### config.mk
export PLATFORM = sky130hd
export DESIGN_NAME = spi_flash_responder_flat
export DESIGN_NICKNAME = d
export VERILOG_FILES = /design/src/rtl/spi_flash_responder_if.sv /design/src/rtl/spi_flash_responder.sv /design/src/flat_wrapper.sv
export SDC_FILE = /design/constraint.sdc
export NUM_CORES = 1
export LEC_CHECK = 0
export ABC_AREA = 1
export BUFFER_PORTS_ARGS = -buffer_cell sky130_fd_sc_hd__buf_2
export CORE_MARGIN = 3
export CORE_UTILIZATION = 48
export DETAILED_ROUTE_END_ITERATION = 12
export PLACE_DENSITY = 0.67
export RECOVER_POWER = 50
export SETUP_SLACK_MARGIN = 0.1
export SYNTH_ARGS = -nofsm -noshare
export SYNTH_HDL_FRONTEND = slang
export SYNTH_SLANG_ARGS = --single-unit
export TNS_END_PERCENT = 10
### constraint.sdc
create_clock -name clk_48mhz -period 2.1 [get_ports clk_48mhz]
set_input_delay 0.105 -clock clk_48mhz [delete_from_list [all_inputs] [get_ports clk_48mhz]]
set_output_delay 0.105 -clock clk_48mhz [all_outputs]
set_load 0.05 [all_outputs]
### src/rtl/spi_flash_responder_if.sv
// Pin and memory-port bundle for spi_flash_responder.
// The master side is the SPI host plus the backing byte memory; the slave side is the responder.
interface spi_flash_responder_if #(
  parameter int ADDR_W = 24
) ();
  logic              spi_sck;
  logic              spi_cs;
  logic              spi_mosi;
  logic              spi_miso;
  logic              spi_miso_oe;
  logic [ADDR_W-1:0] mem_addr;
  logic              mem_rd;
  logic [7:0]        mem_rdata;
  logic              mem_wr;
  logic [7:0]        mem_wdata;

  modport master (
    output spi_sck, spi_cs, spi_mosi, mem_rdata,
    input  spi_miso, spi_miso_oe, mem_addr, mem_rd, mem_wr, mem_wdata
  );

  modport slave (
    input  spi_sck, spi_cs, spi_mosi, mem_rdata,
    output spi_miso, spi_miso_oe, mem_addr, mem_rd, mem_wr, mem_wdata
  );
endinterface

### src/rtl/spi_flash_responder.sv
// SPI mode-0 serial-flash responder (JEDEC ID, status, read, power-down), oversampled in clk_48mhz.
// Define SPI_FLASH_PROGRAM_EN to add write-enable/disable and page program (0x06/0x04/0x02).
module spi_flash_responder #(
  parameter logic [23:0] JEDEC_ID    = 24'hEF4016,
  parameter int          ADDR_W      = 24,
  parameter int          SYNC_STAGES = 2
) (
  input  logic                  clk_48mhz,
  input  logic                  reset_n,
  spi_flash_responder_if.slave  bus,
  output logic                  powered_down
);

  localparam logic [2:0] ST_IDLE   = 3'd0;
  localparam logic [2:0] ST_CMD    = 3'd1;
  localparam logic [2:0] ST_ID     = 3'd2;
  localparam logic [2:0] ST_STAT   = 3'd3;
  localparam logic [2:0] ST_ADDR   = 3'd4;
  localparam logic [2:0] ST_READ   = 3'd5;
  localparam logic [2:0] ST_PROG   = 3'd6;
  localparam logic [2:0] ST_IGNORE = 3'd7;

  logic [SYNC_STAGES-1:0] sck_sync, cs_sync, mosi_sync;
  logic              sck_prev, cs_prev;
  logic              sck_s, cs_s, mosi_s;
  logic              sck_rise, sck_fall, cs_rise, cs_fall, byte_done;
  logic [2:0]        state;
  logic [2:0]        bit_cnt;
  logic [7:0]        shift_in, shift_out, byte_in, status_byte, rise_op;
  logic [1:0]        id_idx, addr_cnt;
  logic [ADDR_W-1:0] addr_acc, mem_addr_q;
  logic              is_prog, miso_q, miso_oe_q, mem_rd_q, rd_pend;
  logic              wel;

`ifdef SPI_FLASH_PROGRAM_EN
  localparam logic [ADDR_W-1:0] PAGE_MASK = ADDR_W'(24'h0000FF);
  logic              mem_wr_q;
  logic [7:0]        mem_wdata_q;
  logic [ADDR_W-1:0] addr_inc, page_inc;

  assign addr_inc      = mem_addr_q + ADDR_W'(1);
  assign page_inc      = (mem_addr_q & ~PAGE_MASK) | (addr_inc & PAGE_MASK);
  assign bus.mem_wr    = mem_wr_q;
  assign bus.mem_wdata = mem_wdata_q;
`else
  assign wel           = 1'b0;
  assign bus.mem_wr    = 1'b0;
  assign bus.mem_wdata = 8'h00;
`endif

  assign sck_s       = sck_sync[SYNC_STAGES-1];
  assign cs_s        = cs_sync[SYNC_STAGES-1];
  assign mosi_s      = mosi_sync[SYNC_STAGES-1];
  assign sck_rise    = sck_s & ~sck_prev;
  assign sck_fall    = ~sck_s & sck_prev;
  assign cs_rise     = cs_s & ~cs_prev;
  assign cs_fall     = ~cs_s & cs_prev;
  assign byte_done   = sck_rise && (bit_cnt == 3'd7);
  assign byte_in     = {shift_in[6:0], mosi_s};
  assign status_byte = {6'b0, wel, 1'b0};

  assign bus.spi_miso    = miso_q;
  assign bus.spi_miso_oe = miso_oe_q;
  assign bus.mem_addr    = mem_addr_q;
  assign bus.mem_rd      = mem_rd_q;

  // NOTE: cs synchronisers reset high so the responder leaves reset deselected, not seeing a false cs fall.
  always_ff @(posedge clk_48mhz or negedge reset_n) begin
    if (!reset_n) begin
      sck_sync  <= '0;
      cs_sync   <= '1;
      mosi_sync <= '0;
      sck_prev  <= 1'b0;
      cs_prev   <= 1'b1;
    end else begin
      sck_sync  <= {sck_sync[SYNC_STAGES-2:0], bus.spi_sck};
      cs_sync   <= {cs_sync[SYNC_STAGES-2:0], bus.spi_cs};
      mosi_sync <= {mosi_sync[SYNC_STAGES-2:0], bus.spi_mosi};
      sck_prev  <= sck_s;
      cs_prev   <= cs_s;
    end
  end

  always_ff @(posedge clk_48mhz or negedge reset_n) begin
    if (!reset_n) begin
      state        <= ST_IDLE;
      bit_cnt      <= 3'd0;
      shift_in     <= 8'h00;
      shift_out    <= 8'h00;
      rise_op      <= 8'h00;
      id_idx       <= 2'd0;
      addr_cnt     <= 2'd0;
      addr_acc     <= '0;
      is_prog      <= 1'b0;
      miso_q       <= 1'b0;
      miso_oe_q    <= 1'b0;
      mem_addr_q   <= '0;
      mem_rd_q     <= 1'b0;
      rd_pend      <= 1'b0;
      powered_down <= 1'b0;
`ifdef SPI_FLASH_PROGRAM_EN
      wel          <= 1'b0;
      mem_wr_q     <= 1'b0;
      mem_wdata_q  <= 8'h00;
`endif
    end else begin
      // NOTE: strobes default low every cycle, so a single assignment below is exactly a one-cycle pulse.
      mem_rd_q  <= 1'b0;
      rd_pend   <= mem_rd_q;
      miso_oe_q <= ~cs_s;
`ifdef SPI_FLASH_PROGRAM_EN
      mem_wr_q  <= 1'b0;
`endif
      if (cs_rise) begin
        // Deselect wins over any sck edge in the same cycle; a partial byte is simply dropped.
        state     <= ST_IDLE;
        bit_cnt   <= 3'd0;
        shift_out <= 8'h00;
        miso_q    <= 1'b0;
        rd_pend   <= 1'b0;
        rise_op   <= 8'h00;
        case (rise_op)
          8'hB9: powered_down <= 1'b1;
          8'hAB: powered_down <= 1'b0;
`ifdef SPI_FLASH_PROGRAM_EN
          8'h06: wel <= 1'b1;
          8'h04: wel <= 1'b0;
          8'h02: wel <= 1'b0;
`endif
          default: ;
        endcase
      end else if (cs_fall) begin
        state     <= ST_CMD;
        bit_cnt   <= 3'd0;
        shift_in  <= 8'h00;
        shift_out <= 8'h00;
        miso_q    <= 1'b0;
        rise_op   <= 8'h00;
      end else if (state != ST_IDLE) begin
        if (sck_fall) begin
          miso_q    <= shift_out[7];
          shift_out <= {shift_out[6:0], 1'b0};
        end
        if (sck_rise) begin
          shift_in <= byte_in;
          bit_cnt  <= bit_cnt + 3'd1;
        end
        if (byte_done) begin
          case (state)
            ST_CMD: begin
              state     <= ST_IGNORE;
              shift_out <= 8'h00;
              if (!powered_down || byte_in == 8'hAB) begin
                case (byte_in)
                  8'h9F: begin
                    state     <= ST_ID;
                    shift_out <= JEDEC_ID[23:16];
                    id_idx    <= 2'd1;
                  end
                  8'h05: begin
                    state     <= ST_STAT;
                    shift_out <= status_byte;
                  end
                  8'h03: begin
                    state    <= ST_ADDR;
                    addr_cnt <= 2'd0;
                    is_prog  <= 1'b0;
                  end
                  8'hB9, 8'hAB: rise_op <= byte_in;
`ifdef SPI_FLASH_PROGRAM_EN
                  8'h06, 8'h04: rise_op <= byte_in;
                  8'h02: begin
                    if (wel) begin
                      state    <= ST_ADDR;
                      addr_cnt <= 2'd0;
                      is_prog  <= 1'b1;
                      rise_op  <= byte_in;
                    end
                  end
`endif
                  default: ;
                endcase
              end
            end
            ST_ID: begin
              case (id_idx)
                2'd0:    shift_out <= JEDEC_ID[23:16];
                2'd1:    shift_out <= JEDEC_ID[15:8];
                default: shift_out <= JEDEC_ID[7:0];
              endcase
              id_idx <= (id_idx == 2'd2) ? 2'd0 : id_idx + 2'd1;
            end
            ST_STAT: shift_out <= status_byte;
            ST_ADDR: begin
              // Keeping only the low ADDR_W bits while shifting truncates the 24-bit address.
              addr_acc <= ADDR_W'({addr_acc, byte_in});
              addr_cnt <= addr_cnt + 2'd1;
              if (addr_cnt == 2'd2) begin
                mem_addr_q <= ADDR_W'({addr_acc, byte_in});
                if (is_prog) begin
                  state <= ST_PROG;
                end else begin
                  state    <= ST_READ;
                  mem_rd_q <= 1'b1;
                end
              end
            end
            ST_READ: mem_rd_q <= 1'b1;
            ST_PROG: begin
`ifdef SPI_FLASH_PROGRAM_EN
              mem_wr_q    <= 1'b1;
              mem_wdata_q <= byte_in;
`endif
            end
            default: ;
          endcase
        end
        // Read data arrives two cycles after the rise, well before the fall that presents bit 7.
        if (rd_pend) begin
          shift_out  <= bus.mem_rdata;
          mem_addr_q <= mem_addr_q + ADDR_W'(1);
        end
`ifdef SPI_FLASH_PROGRAM_EN
        if (mem_wr_q) mem_addr_q <= page_inc;
`endif
      end
    end
  end

endmodule
### src/flat_wrapper.sv
// flat-port wrapper written by rule: the top's interface ports become plain ports
module spi_flash_responder_flat 
#(
  parameter logic [23:0] JEDEC_ID    = 24'hEF4016,
  parameter int          ADDR_W      = 24,
  parameter int          SYNC_STAGES = 2
)
  (clk_48mhz, reset_n, powered_down, bus_spi_sck, bus_spi_cs, bus_spi_mosi, bus_mem_rdata, bus_spi_miso, bus_spi_miso_oe, bus_mem_addr, bus_mem_rd, bus_mem_wr, bus_mem_wdata);
  spi_flash_responder_if #(.ADDR_W(ADDR_W)) bus_i ();
  input  logic clk_48mhz;
  input  logic reset_n;
  output logic powered_down;
  input wire logic [$bits(bus_i.spi_sck)-1:0] bus_spi_sck;
  input wire logic [$bits(bus_i.spi_cs)-1:0] bus_spi_cs;
  input wire logic [$bits(bus_i.spi_mosi)-1:0] bus_spi_mosi;
  input wire logic [$bits(bus_i.mem_rdata)-1:0] bus_mem_rdata;
  output wire logic [$bits(bus_i.spi_miso)-1:0] bus_spi_miso;
  output wire logic [$bits(bus_i.spi_miso_oe)-1:0] bus_spi_miso_oe;
  output wire logic [$bits(bus_i.mem_addr)-1:0] bus_mem_addr;
  output wire logic [$bits(bus_i.mem_rd)-1:0] bus_mem_rd;
  output wire logic [$bits(bus_i.mem_wr)-1:0] bus_mem_wr;
  output wire logic [$bits(bus_i.mem_wdata)-1:0] bus_mem_wdata;
  assign bus_i.spi_sck = bus_spi_sck;
  assign bus_i.spi_cs = bus_spi_cs;
  assign bus_i.spi_mosi = bus_spi_mosi;
  assign bus_i.mem_rdata = bus_mem_rdata;
  assign bus_spi_miso = bus_i.spi_miso;
  assign bus_spi_miso_oe = bus_i.spi_miso_oe;
  assign bus_mem_addr = bus_i.mem_addr;
  assign bus_mem_rd = bus_i.mem_rd;
  assign bus_mem_wr = bus_i.mem_wr;
  assign bus_mem_wdata = bus_i.mem_wdata;
  spi_flash_responder #(.JEDEC_ID(JEDEC_ID), .ADDR_W(ADDR_W), .SYNC_STAGES(SYNC_STAGES)) u_core (.clk_48mhz(clk_48mhz), .reset_n(reset_n), .bus(bus_i), .powered_down(powered_down));
endmodule
## Word level (Yosys, flattened, before mapping)

Cells that the tools add are included.

- Output and inout port bits: 37
- Logic and storage cells: 140
- Bits in registers: 86
- Bits of input ports: 13

- Bitwise gates (word level): 10
- Reductions and logical operators: 32
- Add/sub/neg operators: 4
- Equality and inequality tests: 20
- Muxes and demuxes: 55

Operator list:

| cell | number |
|---|---|
| $mux 8 | 15 |
| $mux 24 | 4 |
| $eq 8x8->1 const B | 5 |
| $mux 3 | 10 |
| $add 24x1->24 const B | 1 |
| $pmux 8 s3 | 1 |
| $reduce_bool 3->1 | 8 |
| $mux 7 | 3 |
| $pmux 8 s2 | 1 |
| $reduce_bool 2->1 | 8 |
| $reduce_and 7->1 | 2 |
| $mux 1 | 10 |
| $mux 2 | 5 |
| $reduce_and 5->1 | 2 |
| $eq 3x3->1 const B | 3 |
| $pmux 3 s3 | 1 |
| $eq 8x2->1 const B | 1 |
| $eq 8x3->1 const B | 1 |
| $pmux 2 s2 | 2 |
| $eq 3x2->1 const B | 2 |
| $not 1->1 | 6 |
| $pmux 3 s2 | 1 |
| $reduce_and 2->1 | 3 |
| $reduce_and 6->1 | 1 |
| other kinds (18) | 25 |

## Depth between registers and ports, before layout

- Word-level depth: 9
- Depth in mapped cells: 11
- Gate-level depth less buffers: 11

## Worst setup path after synthesis

Ideal clock, no wire load.

- Path type: reg-to-reg
- From: register u_core.mem_addr_q[0], in the netlist u_core.bus.mem_addr[0]
- To: register u_core.mem_addr_q[10], in the netlist u_core.bus.mem_addr[10]
- Clock period less this slack: 1.895 ns
- Setup slack: 0.205 ns
- Path buffers: 0
- Arrival time: 1.777 ns
- Data required time: 1.982 ns
- Library setup time: 0.118 ns
- Cell stages (with the launch flop): 10
- Path through: dfrtp_1 -> ha_1 -> nand3_1 -> inv_1 -> nand2_1 -> nor2_1 -> xnor2_1 -> nand2_1 -> nand2_1 -> nand2_1

- Cells in the longest elaborated chain, start to end: 2

RTL lines:

| what | RTL line | source |
|---|---|---|
| start, declared | spi_flash_responder.sv:31 | `logic [ADDR_W-1:0] addr_acc, mem_addr_q;` |
| start signal, assigned | spi_flash_responder.sv:199 | `mem_addr_q <= ADDR_W'({addr_acc, byte_in});` |
| start signal, assigned | spi_flash_responder.sv:221 | `mem_addr_q <= mem_addr_q + ADDR_W'(1);` |
| $add 24x1->24 | spi_flash_responder.sv:221 |  |
| $mux 24 | spi_flash_responder.sv:219 | `if (rd_pend) begin` |

No other way between the ends.
A chain may end at the register's enable or synchronous reset.

## Worst setup path after layout

- From: register u_core.cs_prev
- To: register u_core.mem_addr_q[21], in the netlist u_core.bus.mem_addr[21]

- Cells in the longest elaborated chain, start to end: 4
- Elaborated cells between the ends (all ways): 6
- Those cells by class: bitwise (5); reduce/logical (1)

RTL lines:

| what | RTL line | source |
|---|---|---|
| start, declared | spi_flash_responder.sv:24 | `logic sck_prev, cs_prev;` |
| start signal, assigned | spi_flash_responder.sv:80 | `cs_prev <= cs_s;` |
| $not 1->1 | spi_flash_responder.sv:56 | `assign cs_rise = cs_s & ~cs_prev;` |
| $and 1x1->1 | spi_flash_responder.sv:56 |  |
| $not 1->1 (no source line) | n/a |  |
| $reduce_and 6->1 (no source line) * | n/a |  |

Mark *: on every way between the ends. The rest lies on a longest branch, timed or not.

==> run_results.csv <==
group,metric,value,unit
status,status,"complete, but fails checks",
status,violations,"max-capacitance violations, max-slew violations",
place,placed_area,5140,µm²
yosys,ys.flop_type,"dfrtp_1",
layout,post-route-util,0.565,
timing,fmax,523,MHz
setup_path,setup.worst_path.end_class,"register",
floorplanning,core_area,9500,µm²
floorplanning,rows,35,
place,hpwl,8.86,mm
clock_tree,cts_buffer_depth,2,
floorplanning,fp.dieArea,11300,µm²
setup_path,required,2360,ps
setup_path,setup.worst_path.class,"register to register",
yosys,ys_types,41,
drt,drc,0,
timing,finalSetupViolations,0,
yosys,async_flop_share,1.00,
clock_tree,numCtsBuffers,9,
timing,min_period,1910,ps
layout,n_antenna_cell,0,
timing,final_hold_viol_count,0,
layout,drive_gt1_frac,0.121,
min_path,holdPathEnd,"u_core.shift_out[4]$_DFFE_PN0N_",
yosys,yosys.area.top_type,"dfrtp_1",
global_route,grt_usage,0.217,
setup_path,r2r_end,"u_core.bus.mem_addr[21]$_DFFE_PN0P_",
yosys,ys_seq_area_frac,0.447,
drt,routed_wl,12.0,mm
place,place_congestion,0.883,
yosys,ys_seq_elements,86,
yosys,netlist_top_cells_area,"dfrtp_1 (43%), nand2_1 (16%), nor2_1 (6.9%)",
setup_path,r2r_setup_slack,190,ps
global_route,grt_pass1_wl,19.6,mm
global_route,gr-total-overflow,0,
yosys,netlist_instances,660,
global_route,grt_start_max_net_pins,40,
layout,final_area,5370,µm²
timing,grt_setup_unrepaired,"true",
timing,worst_slew_pin_slew,1630,ps
layout,final_nets,727,
setup_path,r2r-start,"u_core.cs_prev$_DFF_PN1_",
layout,final_cells,842,
floorplanning,io_pins,50,
floorplanning,die_y,106,µm
power,power.density,707,nW/µm²
setup_path,cp-start-kind,"register",
place,place_inst,822,
flow_run,drv_cap,1,
global_route,grt_antenna_before_repair,0,
clock_tree,h-tree-depth,3,
timing,final_max_slew_viol_count,29,
yosys,syn_avg_cell_area,7.30,µm²
setup_path,path_max_fanout,21,
setup_path,cp.arrival,2170,ps
drt,post_drt_wl_per_cell,14.2,µm
floorplanning,die_x,106,µm
drt,drt_iter0_markers,235,
setup_path,rr_worst_depth,9,
min_path,hold_depth,3,
clock_tree,tritoncts,"yes",
drt,dr.pass1.iters,5,
clock_tree,clock_latency,370,ps
layout,syn2layout_area_growth,11.4,%
place,place.port_buffers,40,
min_path,min_path_type,"input pin to register",
clock_tree,cts_setup_buffers,0,
min_path,hp-start,"bus_mem_rdata[4]",
timing,min_period_over_period,0.911,
yosys,yosysTopAreaCellShare,0.431,
drt,ant_nets,0,
timing,fin_skew,12.9,ps
floorplanning,start_util,0.507,
timing,tns,0,ps
yosys,yosysWarnings,0,
clock_tree,clockRootBuffer,"clkbuf_8",
yosys,syn-cell-area,4820,µm²
global_route,grt_pass1_vias,4052,
drt,vias,4361,
clock_tree,cts.sinks,86,
clock_tree,clkSlewWorstSetupHoldPaths,100,ps
power,vdd_drop_max,0.502,mV
timing,maxSlewHeadroom,-0.0851,
power,leakagePower,2.54,nW
drt,vias_per_cell,5.18,
yosys,synth_enable_flop_cells,0,
power,totalPowerFinal,3.80,mW
worst max-delay path by stage:
stage	startpoint	to	slack [ps]	cells after the start
after detailed placement	u_core.cs_prev$_DFF_PN1_	u_core.id_idx[1]$_DFFE_PN0P_	200	8
after floorplan	u_core.bus.mem_addr[0]$_DFFE_PN0P_	u_core.bus.mem_addr[10]$_DFFE_PN0P_	210	9
after CTS	u_core.cs_prev$_DFF_PN1_	u_core.shift_out[4]$_DFFE_PN0N_	180	8
after global routing	reset_n	u_core.cs_prev$_DFF_PN1_	30	3
final	u_core.cs_prev$_DFF_PN1_	u_core.bus.mem_addr[21]$_DFFE_PN0P_	190	9
after global placement	u_core.cs_prev$_DFF_PN1_	u_core.bus.mem_addr[21]$_DFFE_PN0P_	240	9
Yosys cell counts, types with 3 or more instances:
| master | n |
|---|---|
| a21oi_1 | 28 |
| a31oi_1 | 4 |
| buf_2 | 8 |
| buf_4 | 10 |
| clkbuf_1 | 4 |
| dfrtp_1 | 83 |
| dfstp_2 | 3 |
| ha_1 | 6 |
| inv_1 | 66 |
| nand2_1 | 204 |
| nand2_2 | 5 |
| nand3_1 | 38 |
| nand3b_1 | 5 |
| nand4_1 | 8 |
| nor2_1 | 89 |
| nor2_2 | 5 |
| nor2_4 | 4 |
| nor3_1 | 8 |
| o211ai_1 | 4 |
| o21ai_0 | 39 |
| o21ai_1 | 6 |
| o22ai_1 | 6 |
| xnor2_1 | 3 |
routing by layer:
layer	wire, µm	part of all wire	track usage
met1	5390	0.45	0.281
met2	5840	0.49	0.372
met3	469	0.039	0.0334
met4	274	0.023	0.0712
met5	0	0	0
area by class of cell:
type	instances	area (µm²)
clock buffer	9	124
clock inverter	7	73.8
fill	951	4130
inverter	69	262
multi-input combinational	488	2280
sequential	86	2160
tap	129	161
timing repair buffer	54	313
critical path, stage by stage, from the launching register on:
cell and delay, ps:
dfstp_2 540, inv_1 40, ha_1 300, inv_1 190, nor2_4 70, nand2_4 210
buf_4 260, a21oi_1 60, nand2_1 80, nand2_1 50
power breakdown:
group | internal (mW) | total (mW) | switching [mW] | leakage, nW
Combinational | 0.223 | 0.741 | 0.517 | 1.27
Clock | 0.469 | 1.17 | 0.701 | 0.101
Sequential | 1.77 | 1.89 | 0.121 | 1.16
Total | 2.46 | 3.80 | 1.34 | 2.54
flip-flops by register name, indices dropped and copies added (netlist names):
name and flops:
u_core.addr_acc 16, u_core.addr_cnt 2, u_core.bit_cnt 3, u_core.bus.mem_addr 24, u_core.bus.mem_rd 1, u_core.bus.spi_miso 1, u_core.bus.spi_miso_oe 1, u_core.cs_prev 1
u_core.cs_sync 2, u_core.id_idx 2, u_core.mosi_sync 2, u_core.powered_down 1, u_core.rd_pend 1, u_core.rise_op 8, u_core.sck_prev 1, u_core.sck_sync 2
u_core.shift_in 7, u_core.shift_out 8, u_core.state 3
kinds of logic (layout without fill, tap and decap cells):
family,after synthesis,in the layout,synth area share
flops,86,86,0.447
simple gates,373,373,0.331
other cells,1,9,0.000778
xor+xnor,5,5,0.00909
fa+ha+maj,6,6,0.0156
buf+inv,94,139,0.0862
compound gates,95,95,0.110
placed cells by master (no fill, tap or decap), drive strengths merged, types with 8 or more instances in the layout:
cell / n
buf: 45
inv: 72
a21oi: 28
nand2: 210
conb: 9
nor2: 98
nand3: 40
clkbuf: 14
o21ai: 46
nor3: 10
dfrtp: 83
nand4: 8
what timing repair did:
| action | CTS | global route |
|---|---|---|
| resized for setup | 0 | 3 |
| hold endpoints to repair | 29 | 0 |
| endpoints found under the setup margin | 0 | 7 |
| hold buffers | 4 | 0 |
per-stage QoR:
step           hold slack [ps]  worst slack (ps)
2_1_floorplan             -191               205
3_3_place_gp              60.5               243
3_5_place_dp              61.7               201
4_1_cts                   22.8               181
5_1_grt                   71.5              33.0
6_report                  31.2               187
(Power assumes the default switching activity.)
